<file path="config.mk">
export PLATFORM = sky130hd
export DESIGN_NAME = fwd_pipe_ctrl
export DESIGN_NICKNAME = d
export VERILOG_FILES = /design/src/rtl/fwd_pipe_ctrl.sv
export SDC_FILE = /design/constraint.sdc
export NUM_CORES = 1
export LEC_CHECK = 0
export ABC_AREA = 1
export CORE_MARGIN = 2
export CORE_UTILIZATION = 40
export DETAILED_ROUTE_END_ITERATION = 7
export PLACE_DENSITY_LB_ADDON = 0.08
export SKIP_LAST_GASP = 1
export SYNTH_ARGS = -nofsm -noshare
export SYNTH_HDL_FRONTEND = slang
export SYNTH_SLANG_ARGS = --single-unit
</file>
<file path="constraint.sdc">
create_clock -name clk -period 3.5 [get_ports clk]
set_input_delay 0.7 -clock clk [delete_from_list [all_inputs] [get_ports clk]]
set_output_delay 0.7 -clock clk [all_outputs]
set_load 0.02 [all_outputs]
</file>
<file path="src/rtl/fwd_pipe_ctrl.sv">
// fwd_pipe_ctrl: tracks in-flight register writes between execute and
// register-file commit, forwards the youngest producer to each source
// operand, stalls issue on load-use hazards, drives the register-file write
// port and keeps saturating stall/forward performance counters.
//
// Stage 0 is the youngest entry; stage STAGES-1 commits. A load enters with
// ready=0 and picks up mem_data as it leaves MEM_STAGE, so only stages below
// MEM_STAGE can ever hold an unready entry that nobody can forward.
module fwd_pipe_ctrl #(
    parameter int DBITS               = 32,
    parameter int REG_INDEX_BIT_WIDTH = 4,
    parameter int STAGES              = 3,
    parameter int MEM_STAGE           = 1,
    parameter int NUM_SRC             = 2,
    parameter int ZERO_REG_HARDWIRED  = 0,
    parameter int CNT_BITS            = 16
) (
    input  logic                                   clk,
    input  logic                                   reset,
    input  logic                                   issue_valid,
    input  logic                                   flush,
    input  logic                                   issue_regWrite,
    input  logic [REG_INDEX_BIT_WIDTH-1:0]         issue_dstReg,
    input  logic [DBITS-1:0]                       issue_data,
    input  logic                                   issue_dataReady,
    input  logic [DBITS-1:0]                       mem_data,
    input  logic [NUM_SRC*REG_INDEX_BIT_WIDTH-1:0] src_reg,
    input  logic [NUM_SRC*DBITS-1:0]               src_rf_data,
    output logic [NUM_SRC*DBITS-1:0]               src_data,
    output logic                                   stall,
    output logic                                   wb_en,
    output logic [REG_INDEX_BIT_WIDTH-1:0]         wb_reg,
    output logic [DBITS-1:0]                       wb_data,
    output logic [CNT_BITS-1:0]                    stall_cnt,
    output logic [CNT_BITS-1:0]                    fwd_cnt
);

    localparam int RW   = REG_INDEX_BIT_WIDTH;
    localparam int LAST = STAGES - 1;

    logic [STAGES-1:0] st_valid;
    logic [STAGES-1:0] st_regw;
    logic [STAGES-1:0] st_ready;
    logic [RW-1:0]     st_dst  [STAGES];
    logic [DBITS-1:0]  st_data [STAGES];

    logic [NUM_SRC-1:0] op_hazard;
    logic [NUM_SRC-1:0] op_fwd;
    logic               any_hazard;
    logic               any_fwd;
    logic               accept;

    // Operand forwarding: scan oldest to youngest so the youngest match wins.
    always_comb begin
        src_data  = src_rf_data;
        op_hazard = '0;
        op_fwd    = '0;
        for (int i = 0; i < NUM_SRC; i++) begin
            for (int k = STAGES - 1; k >= 0; k--) begin
                if (st_valid[k] && st_regw[k] &&
                    (st_dst[k] == src_reg[i*RW +: RW]) &&
                    !((ZERO_REG_HARDWIRED != 0) && (src_reg[i*RW +: RW] == '0))) begin
                    if (st_ready[k]) begin
                        src_data[i*DBITS +: DBITS] = st_data[k];
                        op_fwd[i]                  = 1'b1;
                        op_hazard[i]               = 1'b0;
                    end else if (k == MEM_STAGE) begin
                        src_data[i*DBITS +: DBITS] = mem_data;
                        op_fwd[i]                  = 1'b1;
                        op_hazard[i]               = 1'b0;
                    end else begin
                        // Load still upstream of the memory stage: nothing to forward yet.
                        src_data[i*DBITS +: DBITS] = src_rf_data[i*DBITS +: DBITS];
                        op_fwd[i]                  = 1'b0;
                        op_hazard[i]               = 1'b1;
                    end
                end
            end
        end
    end

    // Issue control: flush overrides a hazard, so a flushed issue never stalls.
    always_comb begin
        any_hazard = |op_hazard;
        any_fwd    = |op_fwd;
        stall      = issue_valid & ~flush & any_hazard;
        accept     = issue_valid & ~flush & ~any_hazard;
    end

    // Commit port reads the oldest stage directly. If the memory stage is also
    // the commit stage, an unready load commits with the arriving mem_data.
    always_comb begin
        wb_en  = st_valid[LAST] & st_regw[LAST];
        wb_reg = st_dst[LAST];
        if ((MEM_STAGE == LAST) && !st_ready[LAST])
            wb_data = mem_data;
        else
            wb_data = st_data[LAST];
    end

    // Valid bits: a reset empties the pipe so nothing in flight ever commits.
    always_ff @(posedge clk) begin
        if (!reset) begin
            st_valid <= '0;
        end else begin
            st_valid[0] <= accept;
            for (int k = 1; k < STAGES; k++)
                st_valid[k] <= st_valid[k-1];
        end
    end

    // Payload shift; a load leaving the memory stage captures mem_data.
    always_ff @(posedge clk) begin
        st_regw[0]  <= issue_regWrite;
        st_dst[0]   <= issue_dstReg;
        st_data[0]  <= issue_data;
        st_ready[0] <= issue_dataReady;
        for (int k = 1; k < STAGES; k++) begin
            st_regw[k] <= st_regw[k-1];
            st_dst[k]  <= st_dst[k-1];
            if ((k - 1 == MEM_STAGE) && !st_ready[k-1]) begin
                st_data[k]  <= mem_data;
                st_ready[k] <= 1'b1;
            end else begin
                st_data[k]  <= st_data[k-1];
                st_ready[k] <= st_ready[k-1];
            end
        end
    end

    // Saturating performance counters.
    always_ff @(posedge clk) begin
        if (!reset) begin
            stall_cnt <= '0;
            fwd_cnt   <= '0;
        end else begin
            if (stall && (stall_cnt != '1))
                stall_cnt <= stall_cnt + CNT_BITS'(1);
            if (accept && any_fwd && (fwd_cnt != '1))
                fwd_cnt <= fwd_cnt + CNT_BITS'(1);
        end
    end

endmodule

</file>
Word-level counts from Yosys, hierarchy flattened
Memories as Yosys holds them, arrays and structs flattened. Cells that the tools add are included.

Register bits: 40. Latch bits: 0. Memory bits (writable): 108. ROM bits: 0. Input bits: 146. Output and inout bits: 134. Logic and storage cells: 60. Memories: 2.

Add/subtract/negate cells: 2. Multipliers: 0. Divide/modulo/power cells: 0. Order comparisons: 0. Eq/ne operators: 8. Shift-type cells: 0. Muxes and demuxes: 22. Bitwise gates (word level): 7. Reductions and logical operators: 14.

Memories: st_data (words 3, bits a word 32, read ports 3, clocked after memory_dff 0, write ports 3, RTL line 45) `logic [DBITS-1:0] st_data [STAGES];`; st_dst (words 3, bits a word 4, read ports 3, clocked after memory_dff 0, write ports 3, RTL line 44) `logic [RW-1:0] st_dst [STAGES];`.

Operators with widths (count): $mux 32 (10); $add 16x1->16 const B (2); $ne 16x16->1 const B (2); $eq 4x4->1 (6); $logic_and 1x1->1 (12); $mux 1 (12); $and 1x1->1 (4); $reduce_or 2->1 (2); $not 1->1 (2); $or 1x1->1 (1).

Depth between registers and ports, before layout
Gate-level depths: netlist of run 1. An unclocked memory read counts as a cell.

Word-level depth: 9. Mapped depth: 13. Gate-level depth less buffers: 12.

Worst setup path before layout of run 1
OpenSTA, ideal clock, no wires.

Kind: input to output. Start point: input src_reg[1]. End point: output src_data[10]. Arrival: 1.916 ns. Required time: 2.800 ns. Path slack: 0.884 ns. Cell stages on the path: 8. Buffers on the path: 2. Path through: inv_2 o21ai_0 nor2_1 nand3_1 buf_2 buf_1 o211ai_1 a31oi_1.

Longest elaborated chain between the ends: 5. Elaborated cells on any way between the ends: 9. Those cells by class: eq/ne (3); mux (3); reduce/logical (3).

Ends and longest elaborated chain: start, declared (RTL line 27) `input logic [NUM_SRC*REG_INDEX_BIT_WIDTH-1:0] src_reg,`; $eq 4x4->1 (RTL line 61) `(st_dst[k] == src_reg[i*RW +: RW]) &&`; $logic_and 1x1->1 (RTL line 60) `if (st_valid[k] && st_regw[k] &&`; $mux 32 (2 in a row) (RTL line 60); $mux 32 (*) (RTL line 60); end, declared (RTL line 29) `output logic [NUM_SRC*DBITS-1:0] src_data,`.

Every way passes the cells marked *; elsewhere a longest branch is shown, timed or not.

Worst setup path after layout of run 1
Start point: input src_reg[7]. End point: output src_data[52].

The elaborated chain is that of the path after synthesis.

==> results_tabular.tex, run 1 <==
\begin{tabular}{lr}
\hline
Metric & Value \\
\hline
\multicolumn{2}{l}{\textbf{Status}} \\
Status & finished clean \\
\multicolumn{2}{l}{\textbf{Detailed routing}} \\
Remaining routing DRC violations & 0 \\
Ratio of routed vias to standard cells & between 5 and 6 \\
Detailed-route wire length & between 20 and 30 mm \\
Routed wire length per instance & approximately 16 µm \\
Router iterations before antenna repair & 5 \\
Overall via count from detail\_route & approximately 8600 \\
Initial drt markers & 462 \\
DRT antenna net count & 0 \\
\multicolumn{2}{l}{\textbf{Floorplanning}} \\
Starting Density & $\sim$40\% \\
Die outline height & between 100 and 150 µm \\
Die area & just over 20000 µm² \\
Number of top-level pins & 280 \\
Number of cell rows & 51 \\
Placeable Area & roughly 19000 µm² \\
Die W & $\sim$140 µm \\
\multicolumn{2}{l}{\textbf{Setup path}} \\
CP Buf/Inv Count & 4 \\
Critical path startpoint category & input port \\
Most common cell on crit path & nand2\_1 \\
Endpoint type of the worst setup path & output pin \\
Arrival time worst endpoint & 2.68 ns \\
Critical path's slowest cell & clkdlybuf4s50\_1 \\
Flop2flop setup slack & 1.34 ns \\
Worst EP required & $\sim$2.8 ns \\
Largest delay share family, worst path & buffers and inverters \\
Worst Path Class, Setup & in -> out \\
Biggest fanout along the worst timing path & 44 \\
CP cell instances & clkdlybuf4s50\_1 -> inv\_1 -> nand2\_1 -> nand2\_1 -> nor2\_1 -> nand3\_2 -> buf\_12 -> o21ai\_0 -> nand2\_1 -> a21oi\_1 -> o21ai\_0 -> dlygate4sd2\_1 \\
Crit-path max cell delay & approximately 0.49 ns \\
\multicolumn{2}{l}{\textbf{Timing}} \\
Hold slack final & between 0.3 and 0.4 ns \\
Achievable frequency & 0.296 GHz \\
Final critical-path setup slack & between 0.1 and 0.15 ns \\
Period minus WS final & about 3.4 ns \\
Count of final hold-check violations & 0 \\
Clk\_skew & $\sim$0.011 ns \\
Final count of negative-setup-slack endpoints & 0 \\
Slew of the pin with the lowest slew margin & $\sim$0.52 ns \\
Slew Limit Headroom & between 60\% and 70\% \\
Final Max Slew Viols & 0 \\
Total negative slack & 0 ns \\
Crit share post-route & between 90\% and 100\% \\
Unrepaired setup endpoints after global routing & true \\
\multicolumn{2}{l}{\textbf{Synthesis}} \\
Synthesized instance count & about 1200 \\
Sequential area share after synthesis & a little under two fifths \\
Synthesized netlist net count & about 1300 \\
Number of distinct library cells after synthesis & 28 \\
Yosys warning total & 0 \\
Number of enable-type register cells in the synthesized netlist & 0 \\
Register bit count reported by yosys & 148 \\
Cell area after synthesis & approximately 7800 µm² \\
Post-synth top flop & dfxtp\_1 \\
Syn avg cell area & approximately 6.7 µm² \\
Proportion of register bits with asynchronous set or reset after synthesis & 0\% \\
\multicolumn{2}{l}{\textbf{Final layout}} \\
Flip-flop and latch area & between 2000 and 3000 µm² \\
Proportion of layout cells with a drive suffix above 1 & slightly below 7\% \\
Area of combinational cells with multiple inputs & slightly below 4000 µm² \\
NumNets Final & about 1600 \\
Fillcell total & $\sim$1800 \\
Antenna cells & 0 \\
Final instance area & between 10000 and 15000 µm² \\
Count of placed standard cells in the final layout, fillers left out & 1710 \\
Area growth from synthesis to layout & 48.1\% \\
\multicolumn{2}{l}{\textbf{GRT}} \\
Number of global-route vias before repair & between 7000 and 8000 \\
Largest net degree at the start of global routing & between 40 and 50 \\
Global-route usage over all layers & between 20\% and 30\% \\
Residual overflow from global routing & 0 \\
Global-route wire length before repair & between 30 and 40 mm \\
Number of antenna violations at the first check in global routing & 1 \\
\multicolumn{2}{l}{\textbf{Clock tree}} \\
H-Tree Depth & 4 \\
Number of sinks handled by clock tree synthesis & 148 \\
Clk Tree Root Cell & clkbuf\_16 \\
Maximum number of buffers from clock root to sink & 2 \\
Hold buffer count at cts & 0 \\
Number of CTS-inserted buffers & 17 \\
Clk\_lat worst skew & about 0.43 ns \\
CTS tree & done \\
Clock input transition at the sequential cells of the worst setup and hold paths & $\sim$0.06 ns \\
\multicolumn{2}{l}{\textbf{Power}} \\
Switching power & 1.13 mW \\
Net switching fraction of the power & between 20 and 30\% \\
Part of the total power dissipated in combinational logic & between 15 and 20\% \\
Part of the power in registers & 42.0\% \\
Cell-internal power & $\sim$3.2 mW \\
Peak supply drop & approximately 0.35 mV \\
Static leakage power & roughly 5.4 nW \\
Total power density per cell area & around 370 nW/µm² \\
Clock power share & about two fifths \\
\multicolumn{2}{l}{\textbf{Placed design}} \\
Post-detailed-placement half-perimeter wirelength & 18.8 mm \\
Last weighted congestion value of the routability-driven placer & 0.895 \\
Pre-CTS setup slack & -0.243 ns \\
PortBufs & 279 \\
Cells after DPL & roughly 1700 \\
Dpl cell area & 11100 µm² \\
\multicolumn{2}{l}{\textbf{Min path}} \\
Hold WC Path Type & reg -> reg \\
\multicolumn{2}{l}{\textbf{Run}} \\
Max-cap violations & 0 \\
\hline
\end{tabular}
==> kinds of logic (layout without fill, tap and decap cells) <==
family / count (synthesis) / after routing / synth area share (%)
xor gates and xnor gates: 18 / 18 / 2.02
muxes: 32 / 32 / 4.11
adders and majority gates: 2 / 2 / 0.321
DFF: 148 / 148 / 38.0
AOI/OAI and AO/OA: 249 / 249 / 17.5
buffers and inverters: 247 / 521 / 12.6
and+or+nand+nor: 475 / 475 / 25.5
==> per-stage QoR <==
step                      power (mW)  utilization, %
after detailed placement        2.58            57.4
after floorplan                 2.17               -
after CTS                       4.37            60.0
after global routing            4.49            59.9
after global placement          2.58            57.4
final                           4.33            59.9
==> power by group through the flow <==
stage               Sequential, mW  Clock (mW)  Combinational (mW)
global route                  1.83        1.91               0.753
CTS                           1.82        1.85               0.697
detailed placement            1.86           0               0.724
floorplan                     1.87           0               0.297
finish                        1.82        1.81               0.697
global placement              1.86           0               0.723
==> layer usage <==
metal  GRT usage [%]  part of all wire (%)  wire [µm]
met1            31.1                    43      11400
met2            41.8                    47      12500
met3            5.46                   8.3       2200
met4            9.60                   2.2        588
met5               0                 0.067         18
==> final timing paths <==
check | end | start | depth (start not counted)
setup / recovery | src_data[52] | src_reg[7] | 12
hold / removal | st_data[1][0] | st_data[0][0] | 0
hold reg to reg | st_data[1][0] | st_data[0][0] | 0
setup reg to reg | stall_cnt[7] | st_dst[0][1] | 12
==> Yosys cell counts (24+ instances only) <==
cell type | n | share of area (%)
nand2_1 | 253 | 12
inv_1 | 169 | 8.1
dfxtp_1 | 148 | 38
nor2_1 | 118 | 5.7
o21ai_0 | 101 | 6.5
a21oi_1 | 81 | 5.2
nand3_1 | 65 | 4.2
clkbuf_1 | 36 | 1.7
a31oi_1 | 32 | 2.6
mux2i_1 | 32 | 4.1
o211ai_1 | 32 | 3.1
nand4_1 | 24 | 1.9
==> cell usage in the layout, fill, tap and decap left out, types with 2 or more instances in the layout <==
| cell | instances |
|---|---|
| nand2_1 | 252 |
| clkdlybuf4s50_1 | 212 |
| inv_1 | 169 |
| dfxtp_1 | 146 |
| nor2_1 | 117 |
| o21ai_0 | 91 |
| a21oi_1 | 81 |
| nand3_1 | 62 |
| dlygate4sd2_1 | 46 |
| mux2i_1 | 32 |
| o211ai_1 | 32 |
| a31oi_1 | 32 |
| nand4_1 | 24 |
| buf_4 | 21 |
| clkbuf_16 | 17 |
| o21ai_1 | 13 |
| buf_12 | 13 |
| xor2_1 | 11 |
| clkbuf_2 | 10 |
| clkdlybuf4s15_1 | 8 |
| inv_2 | 6 |
| xnor2_1 | 6 |
| clkinv_2 | 6 |
| nand3_2 | 5 |
| nor3_1 | 5 |
| clkbuf_8 | 3 |
| nor2_4 | 2 |
| nand2_2 | 2 |
| ha_1 | 2 |
| clkbuf_1 | 2 |
| clkinvlp_4 | 2 |
| bufinv_16 | 2 |
| dlymetal6s2s_1 | 2 |
| dfxtp_2 | 2 |
==> area by class of cell <==
type / count / area share, %
clock buffer: 22 / 4.11
clock inverter: 10 / 0.910
inverter: 175 / 5.69
multi-input combinational: 776 / 33.8
sequential: 148 / 25.7
tap: 265 / 2.87
timing repair buffer: 314 / 27.0
==> what timing repair did <==
item | CTS | global route
setup buffers | 0 | 0
pin swaps | 0 | 0
endpoints found under the setup margin | 65 | 35
resized for setup | 67 | 54
==> sequential cells by signal (all words and copies together), names as in the netlist <==
register / cells
st_data: 96
st_valid: 3
st_ready: 2
stall_cnt: 16
st_regw: 3
fwd_cnt: 16
st_dst: 12
No activity file was read; power rests on OpenSTA's default activity.
==> inputs of run 2 (changes only) <==
Settings changed: ABC_AREA 1 to default, CORE_UTILIZATION 40 to 30, CTS_BUF_LIST from default to sky130_fd_sc_hd__clkbuf_16.
==> run 2 against run 1 <==
The run now ends with negative setup slack left. Cell count shrank 18%. Via count fell by 21%. Flip-flop and latch count stayed put. Clock skew rose by 0.0025 ns. Power up 0.46%. Worst hold slack gained 0.0089 ns.
==> results_tabular.tex, run 2 <==
\begin{tabular}{lr}
\hline
Metric & Value \\
\hline
\multicolumn{2}{l}{\textbf{Setup path}} \\
Critical path's slowest cell & clkdlybuf4s50\_1 \\
Worst EP required & 2.80 ns (about the same) \\
Largest delay share family, worst path & buffers and inverters \\
Worst Path Class, Setup & in -> out \\
Endpoint type of the worst setup path & output pin \\
Crit-path max cell delay & 0.65 ns (+0.16 ns) \\
CP cell instances & clkdlybuf4s50\_1 -> buf\_4 -> xnor2\_1 -> and3\_1 -> nand4\_1 -> clkbuf\_16 -> o21ai\_0 -> clkdlybuf4s50\_1 \\
Most common cell on crit path & clkdlybuf4s50\_1 \\
CP Buf/Inv Count & 4 (unchanged) \\
Biggest fanout along the worst timing path & 29 (-34\%) \\
Flop2flop setup slack & 0.83 ns (-0.51 ns) \\
Critical path startpoint category & input port \\
Arrival time worst endpoint & 2.97 ns (+0.29 ns) \\
\multicolumn{2}{l}{\textbf{Synthesis}} \\
Number of enable-type register cells in the synthesized netlist & 0 (unchanged) \\
Synthesized instance count & 763 (-35\%) \\
Ranking of synthesized cells by instance count & 148 x dfxtp\_1, 132 x mux2i\_1, 54 x nor2\_1 \\
Yosys warning total & 0 (unchanged) \\
Number of distinct library cells after synthesis & 46 (+64\%) \\
Register bit count reported by yosys & 148 (unchanged) \\
Top cell type's share of synthesized area & 40.9\% (+2.9 points) \\
Cell area after synthesis & 7240 µm² (-7.1\%) \\
Top area cells in the synthesized netlist & dfxtp\_1 41\%, mux2i\_1 18\%, mux2\_2 5.0\%, xnor2\_1 3.5\%, a211oi\_1 3.3\% \\
Post-synth top flop & dfxtp\_1 \\
Most common cell in the netlist & dfxtp\_1 \\
Syn avg cell area & 9.49 µm² (+43\%) \\
Sequential area share after synthesis & 40.9\% (+2.9 points) \\
Biggest area consumer among synthesized cells & dfxtp\_1 \\
Proportion of register bits with asynchronous set or reset after synthesis & 0\% (unchanged) \\
Synthesized netlist net count & 911 (-31\%) \\
\multicolumn{2}{l}{\textbf{Floorplanning}} \\
Number of cell rows & 56 (+9.8\%) \\
Die W & 159 µm (+11\%) \\
Die outline height & 159 µm (+11\%) \\
Number of top-level pins & 280 (unchanged) \\
Placeable Area & 23600 µm² (+23\%) \\
Starting Density & 30.7\% (-9.8 points) \\
Die area & 25400 µm² (+23\%) \\
\multicolumn{2}{l}{\textbf{Timing}} \\
Final Max Slew Viols & 0 (unchanged) \\
Crit share post-route & 105\% (+8.2 points) \\
Unrepaired setup endpoints after global routing & true \\
Final count of negative-setup-slack endpoints & 15 (+15) \\
Count of final hold-check violations & 0 (unchanged) \\
Slew Limit Headroom & 51.2\% (-14 points) \\
Hold slack final & 0.354 ns (+0.00888 ns) \\
Achievable frequency & 0.273 GHz (-7.8\%) \\
Final critical-path setup slack & -0.170 ns (-0.287 ns) \\
Clk\_skew & 0.0136 ns (+0.00250 ns) \\
Period minus WS final & 3.67 ns (+0.287 ns) \\
Slew of the pin with the lowest slew margin & 0.732 ns (+0.215 ns) \\
\multicolumn{2}{l}{\textbf{Detailed routing}} \\
DRT antenna net count & 0 (unchanged) \\
Router iterations before antenna repair & 4 (-1) \\
Overall via count from detail\_route & 6730 (-21\%) \\
Initial drt markers & 344 (-26\%) \\
Routed wire length per instance & 19.0 µm (+22\%) \\
Remaining routing DRC violations & 0 (unchanged) \\
Ratio of routed vias to standard cells & 4.82 (-3.5\%) \\
Detailed-route wire length & 26.5 mm (-0.59\%) \\
\multicolumn{2}{l}{\textbf{Clock tree}} \\
H-Tree Depth & 4 (unchanged) \\
Clock input transition at the sequential cells of the worst setup and hold paths & 0.06 ns (about the same) \\
CTS tree & done \\
Maximum number of buffers from clock root to sink & 2 (unchanged) \\
Number of sinks handled by clock tree synthesis & 148 (unchanged) \\
Hold buffer count at cts & 0 (unchanged) \\
Clk\_lat worst skew & 0.42 ns (about the same) \\
Number of CTS-inserted buffers & 17 (unchanged) \\
Clk Tree Root Cell & clkbuf\_16 \\
\multicolumn{2}{l}{\textbf{GRT}} \\
Residual overflow from global routing & 0 (unchanged) \\
Largest net degree at the start of global routing & 59 (+20\%) \\
Global-route usage over all layers & 19.5\% (-5.3 points) \\
Number of antenna violations at the first check in global routing & 1 (unchanged) \\
Number of global-route vias before repair & 6639 (-14\%) \\
GRT Max-Usage Layer & met2 \\
Met2 routing resource usage after global routing & 32.3\% (-9.5 points) \\
Met1 Track Usage GR & 25.4\% (-5.6 points) \\
Global routing met3 resource utilization & 4.38\% (-1.1 points) \\
Global-route wire length before repair & 39.0 mm (-2.3\%) \\
\multicolumn{2}{l}{\textbf{Placed design}} \\
Pre-CTS setup slack & -0.231 ns (+0.0115 ns) \\
Post-detailed-placement half-perimeter wirelength & 17.6 mm (-6.8\%) \\
Last weighted congestion value of the routability-driven placer & 0.773 (-14\%) \\
Dpl cell area & 10600 µm² (-3.9\%) \\
PortBufs & 279 (unchanged) \\
\multicolumn{2}{l}{\textbf{Power}} \\
Static leakage power & 5.00 nW (-7.3\%) \\
Total power density per cell area & 384 nW/µm² (+2.4\%) \\
Peak supply drop & 0.282 mV (-19\%) \\
Total power & 4.35 mW (+0.46\%) \\
\multicolumn{2}{l}{\textbf{Final layout}} \\
Register with the highest flop count & st\_data \\
Number of flip-flops under the largest register name & 96 (unchanged) \\
Final instance area & 11300 µm² (-1.9\%) \\
NumNets Final & 1209 (-23\%) \\
Most common cell after layout, fill and taps aside & clkdlybuf4s50\_1 \\
Commonest non-fill, non-tap cells in the layout & 226 x clkdlybuf4s50\_1, 146 x dfxtp\_1, 132 x mux2i\_1, 53 x nor2\_1, 50 x nand2\_1 \\
Proportion of layout cells with a drive suffix above 1 & 15.8\% (+9.0 points) \\
Top Registers & st\_data x96, fwd\_cnt x16, stall\_cnt x16 \\
Core utilization of the finished layout & 48.0\% (-12 points) \\
Area growth from synthesis to layout & 56.4\% \\
Fillcell total & 2300 (+26\%) \\
\multicolumn{2}{l}{\textbf{Min path}} \\
Hold WC Path Type & reg -> reg \\
\multicolumn{2}{l}{\textbf{Status}} \\
Status & complete, but fails checks \\
Failing checks & negative setup slack \\
\multicolumn{2}{l}{\textbf{Run}} \\
Max-cap violations & 0 (unchanged) \\
\hline
\end{tabular}
[run 2: what timing repair did]
| item | 4_1_cts | 5_1_grt |
|---|---|---|
| setup buffers | 0 | 8 |
| gates resized for setup | 43 | 93 |
| pin swaps | 0 | 3 |
| gates cloned | 0 | 8 |
| setup endpoints to repair | 64 | 63 |
| endpoints found under the hold margin | 0 | 0 |
[run 2: kinds of logic (layout without fill, tap and decap cells)]
logic type	after synthesis	in the layout	share of synthesized area, %
fa+ha+maj	2	2	0.345
simple gates	187	187	13.0
other cells	0	2	0
mux	164	164	23.2
flops	148	148	40.9
compound gates	160	160	14.1
xor+xnor	38	38	4.59
buf+inv	64	375	3.83
[run 2: through the flow]
| step | TNS [ns] | instances |
|---|---|---|
| floorplan | 0 | 763 |
| global placement | -10.30 | 1345 |
| detailed placement | -10.62 | 1345 |
| CTS | -3.33 | 1377 |
| global route | -4.84 | 1393 |
| finish | -1.67 | 1395 |
[run 2: layout make-up]
class	instances	area [µm²]	share of cell area [%]
multi-input cells	551	4040	35.6
diodes	2	5.00	0.0442
clock inverters	15	158	1.39
clock buffers	17	425	3.75
inverters	5	18.8	0.166
well taps	319	399	3.52
flip-flops and latches	148	2970	26.2
repair buffers	338	3320	29.3
[run 2: final timing paths]
kind                 from      endpoint  cells past startpoint
max            src_reg[6]  src_data[40]                      8
min            st_regw[1]    st_regw[2]                      0
max reg2reg  st_dst[0][9]   fwd_cnt[10]                     12
min reg2reg    st_regw[1]    st_regw[2]                      0
[run 2: metal layers]
metal	up-vias	wire [µm]	share of wire, %
met5	-	0	0
met4	0	397	1.5
met3	20	1420	5.4
met2	220	12600	48
met1	3112	12100	46
li1	3378	-	-
[run 2: where the power goes]
group	internal (mW)	leakage [nW]	switching, mW
sequential	1.77	1.24	0.0712
combinational	0.381	3.48	0.302
clock	1.06	0.282	0.773
total	3.20	5.00	1.15
==> inputs of run 3 (changes only) <==
Settings changed: GPL_TIMING_DRIVEN from default to 0.
==> run 3 against run 2 <==
Clock power up 3%. Power increased by 1.3%. Non-clock buffer count is 7 higher. Highest routed layer unchanged. Largest power group is now the clock network. The flow now finishes without violations. Core utilization decreased by 0.19 points. Wire length is 2.9% higher.
==> results_tabular.tex, run 3 (same netlist as run 2, synthesis figures left out) <==
\begin{tabular}{lr}
\hline
Metric & Value \\
\hline
\multicolumn{2}{l}{\textbf{Detailed routing}} \\
Remaining routing DRC violations & 0 (unchanged) \\
Router iterations before antenna repair & 5 (+1) \\
Detailed-route wire length & 27.3 mm (+2.9\%) \\
Overall via count from detail\_route & 6922 (+2.9\%) \\
Initial drt markers & 326 (-5.2\%) \\
Ratio of routed vias to standard cells & 4.94 (+2.4\%) \\
DRT antenna net count & 0 (unchanged) \\
Routed wire length per instance & 19.5 µm (+2.5\%) \\
\multicolumn{2}{l}{\textbf{Setup path}} \\
Worst EP required & 2.80 ns (about the same) \\
Endpoint type of the worst setup path & output pin \\
CP cell instances & dlygate4sd2\_1 -> xor2\_1 -> nor3\_2 -> nand3\_4 -> buf\_8 -> mux2i\_1 -> nor2\_1 -> a211oi\_1 -> a21oi\_1 -> dlygate4sd2\_1 \\
Biggest fanout along the worst timing path & 10 (-66\%) \\
Crit-path max cell delay & 0.34 ns (-0.31 ns) \\
CP Buf/Inv Count & 3 (-1) \\
Largest delay share family, worst path & buffers and inverters \\
Worst Path Class, Setup & in -> out \\
Critical path's slowest cell & dlygate4sd2\_1 \\
Critical path startpoint category & input port \\
Arrival time worst endpoint & 2.66 ns (-0.31 ns) \\
Most common cell on crit path & dlygate4sd2\_1 \\
\multicolumn{2}{l}{\textbf{GRT}} \\
Number of global-route vias before repair & 6916 (+4.2\%) \\
Residual overflow from global routing & 0 (unchanged) \\
Global-route wire length before repair & 41.6 mm (+6.6\%) \\
Number of antenna violations at the first check in global routing & 1 (unchanged) \\
Largest net degree at the start of global routing & 17 (-71\%) \\
Global-route usage over all layers & 21.0\% (+1.5 points) \\
\multicolumn{2}{l}{\textbf{Clock tree}} \\
Number of CTS-inserted buffers & 17 (unchanged) \\
Maximum number of buffers from clock root to sink & 2 (unchanged) \\
H-Tree Depth & 4 (unchanged) \\
Clk\_lat worst skew & 0.42 ns (about the same) \\
Clk Tree Root Cell & clkbuf\_16 \\
Clock input transition at the sequential cells of the worst setup and hold paths & 0.06 ns (about the same) \\
CTS tree & done \\
Number of sinks handled by clock tree synthesis & 148 (unchanged) \\
\multicolumn{2}{l}{\textbf{Timing}} \\
Achievable frequency & 0.297 GHz (+9.1\%) \\
Unrepaired setup endpoints after global routing & true \\
Final Max Slew Viols & 0 (unchanged) \\
Slew Limit Headroom & 40.9\% (-10 points) \\
Final critical-path setup slack & 0.136 ns (+0.305 ns) \\
Crit share post-route & 96.1\% (-8.7 points) \\
Clk\_skew & 0.0133 ns (-0.000319 ns) \\
Count of final hold-check violations & 0 (unchanged) \\
Slew of the pin with the lowest slew margin & 0.887 ns (+0.155 ns) \\
Period minus WS final & 3.36 ns (-0.305 ns) \\
Final count of negative-setup-slack endpoints & 0 (-15) \\
\multicolumn{2}{l}{\textbf{Placed design}} \\
Last weighted congestion value of the routability-driven placer & 0.773 (unchanged) \\
PortBufs & 279 (unchanged) \\
Post-detailed-placement half-perimeter wirelength & 19.7 mm (+12\%) \\
Cells after DPL & 1361 (+1.2\%) \\
Pre-CTS setup slack & -1.06 ns (-0.834 ns) \\
\multicolumn{2}{l}{\textbf{Floorplanning}} \\
Number of top-level pins & 280 (unchanged) \\
Placeable Area & 23600 µm² (unchanged) \\
Number of cell rows & 56 (unchanged) \\
Die outline height & 159 µm (unchanged) \\
Die W & 159 µm (unchanged) \\
Starting Density & 30.7\% (unchanged) \\
Die area & 25400 µm² (unchanged) \\
\multicolumn{2}{l}{\textbf{Power}} \\
Total power density per cell area & 390 nW/µm² (+1.7\%) \\
Static leakage power & 4.91 nW (-1.7\%) \\
Peak supply drop & 0.217 mV (-23\%) \\
\multicolumn{2}{l}{\textbf{Final layout}} \\
Register with the highest flop count & st\_data \\
Most common cell after layout, fill and taps aside & clkdlybuf4s50\_1 \\
Fillcell total & 2300 (unchanged) \\
Area growth from synthesis to layout & 55.8\% \\
Commonest non-fill, non-tap cells in the layout & 207 x clkdlybuf4s50\_1, 148 x dfxtp\_1, 132 x mux2i\_1, 53 x nor2\_1, 50 x nand2\_1 \\
Top Registers & st\_data x96, fwd\_cnt x16, stall\_cnt x16 \\
NumNets Final & 1216 (+0.58\%) \\
Proportion of layout cells with a drive suffix above 1 & 13.5\% (-2.3 points) \\
Number of flip-flops under the largest register name & 96 (unchanged) \\
Count of placed standard cells in the final layout, fillers left out & 1401 (+0.43\%) \\
\multicolumn{2}{l}{\textbf{Status}} \\
Status & finished clean \\
\multicolumn{2}{l}{\textbf{Min path}} \\
Hold WC Path Type & reg -> reg \\
\multicolumn{2}{l}{\textbf{Run}} \\
Max-cap violations & 0 (unchanged) \\
\hline
\end{tabular}
## run 3: layer usage
| layer | global-route usage [%] | part of all wire (%) | up-vias |
|---|---|---|---|
| li1 | - | - | 3382 |
| met3 | 6.07 | 6.1 | 29 |
| met1 | 27.3 | 46 | 3292 |
| met4 | 6.49 | 1.8 | 0 |
| met5 | 0 | 0 | - |
| met2 | 33.8 | 46 | 219 |
## run 3: final cells by class
cell class	count	area (µm²)	area share (%)
multi-input cells	551	4040	35.8
inverters	5	18.8	0.166
diodes	1	2.50	0.0222
clock inverters	15	170	1.51
well taps	319	399	3.54
plain buffers	59	455	4.04
clock buffers	17	425	3.77
flip-flops and latches	148	2960	26.3
repair buffers	286	2810	24.9
## run 3: worst register-to-register path, stage by stage (launching register included)
cell and delay (ns):
dfxtp_1 0.34, xor2_1 0.15, nor3_2 0.27, nand3_4 0.18, buf_4 0.18, buf_4 0.13, nand4b_2 0.11, nor2_1 0.13
buf_2 0.22, o31a_1 0.31, o21a_1 0.18
## run 3: what timing repair did
item                       in CTS  in global routing
pin swaps                       2                  3
setup endpoints to repair      65                 62
setup buffers                   5                  2
gates resized for setup       202                 14
hold buffers                    0                  0
## run 3: where the power goes
part           internal, mW  switching, mW
clock                  1.07          0.816
sequential             1.76         0.0537
combinational         0.373          0.326
## run 3: worst paths after layout
kind	startpoint	end	slack [ns]	cells past startpoint
worst max-delay path	src_reg[3]	src_data[4]	0.14	10
worst min-delay path	st_regw[1]	st_regw[2]	0.35	0
worst max register to register	st_dst[0][11]	fwd_cnt[2]	1.21	10
worst min register to register	st_regw[1]	st_regw[2]	0.35	0
## run 3: through the flow
step	hold slack, ns	setup TNS, ns	instance area, µm²	power [mW]	util, %
detailed placement	0.337	-61.56	10400	2.58	44.2
CTS	0.351	-0.0146	11200	4.46	47.6
global route	0.352	-0.0329	11300	4.59	47.8
floorplan	0.331	0	7240	2.17	-
finish	0.355	0	11300	4.41	47.8
global placement	0.338	-60.71	10400	2.58	44.2
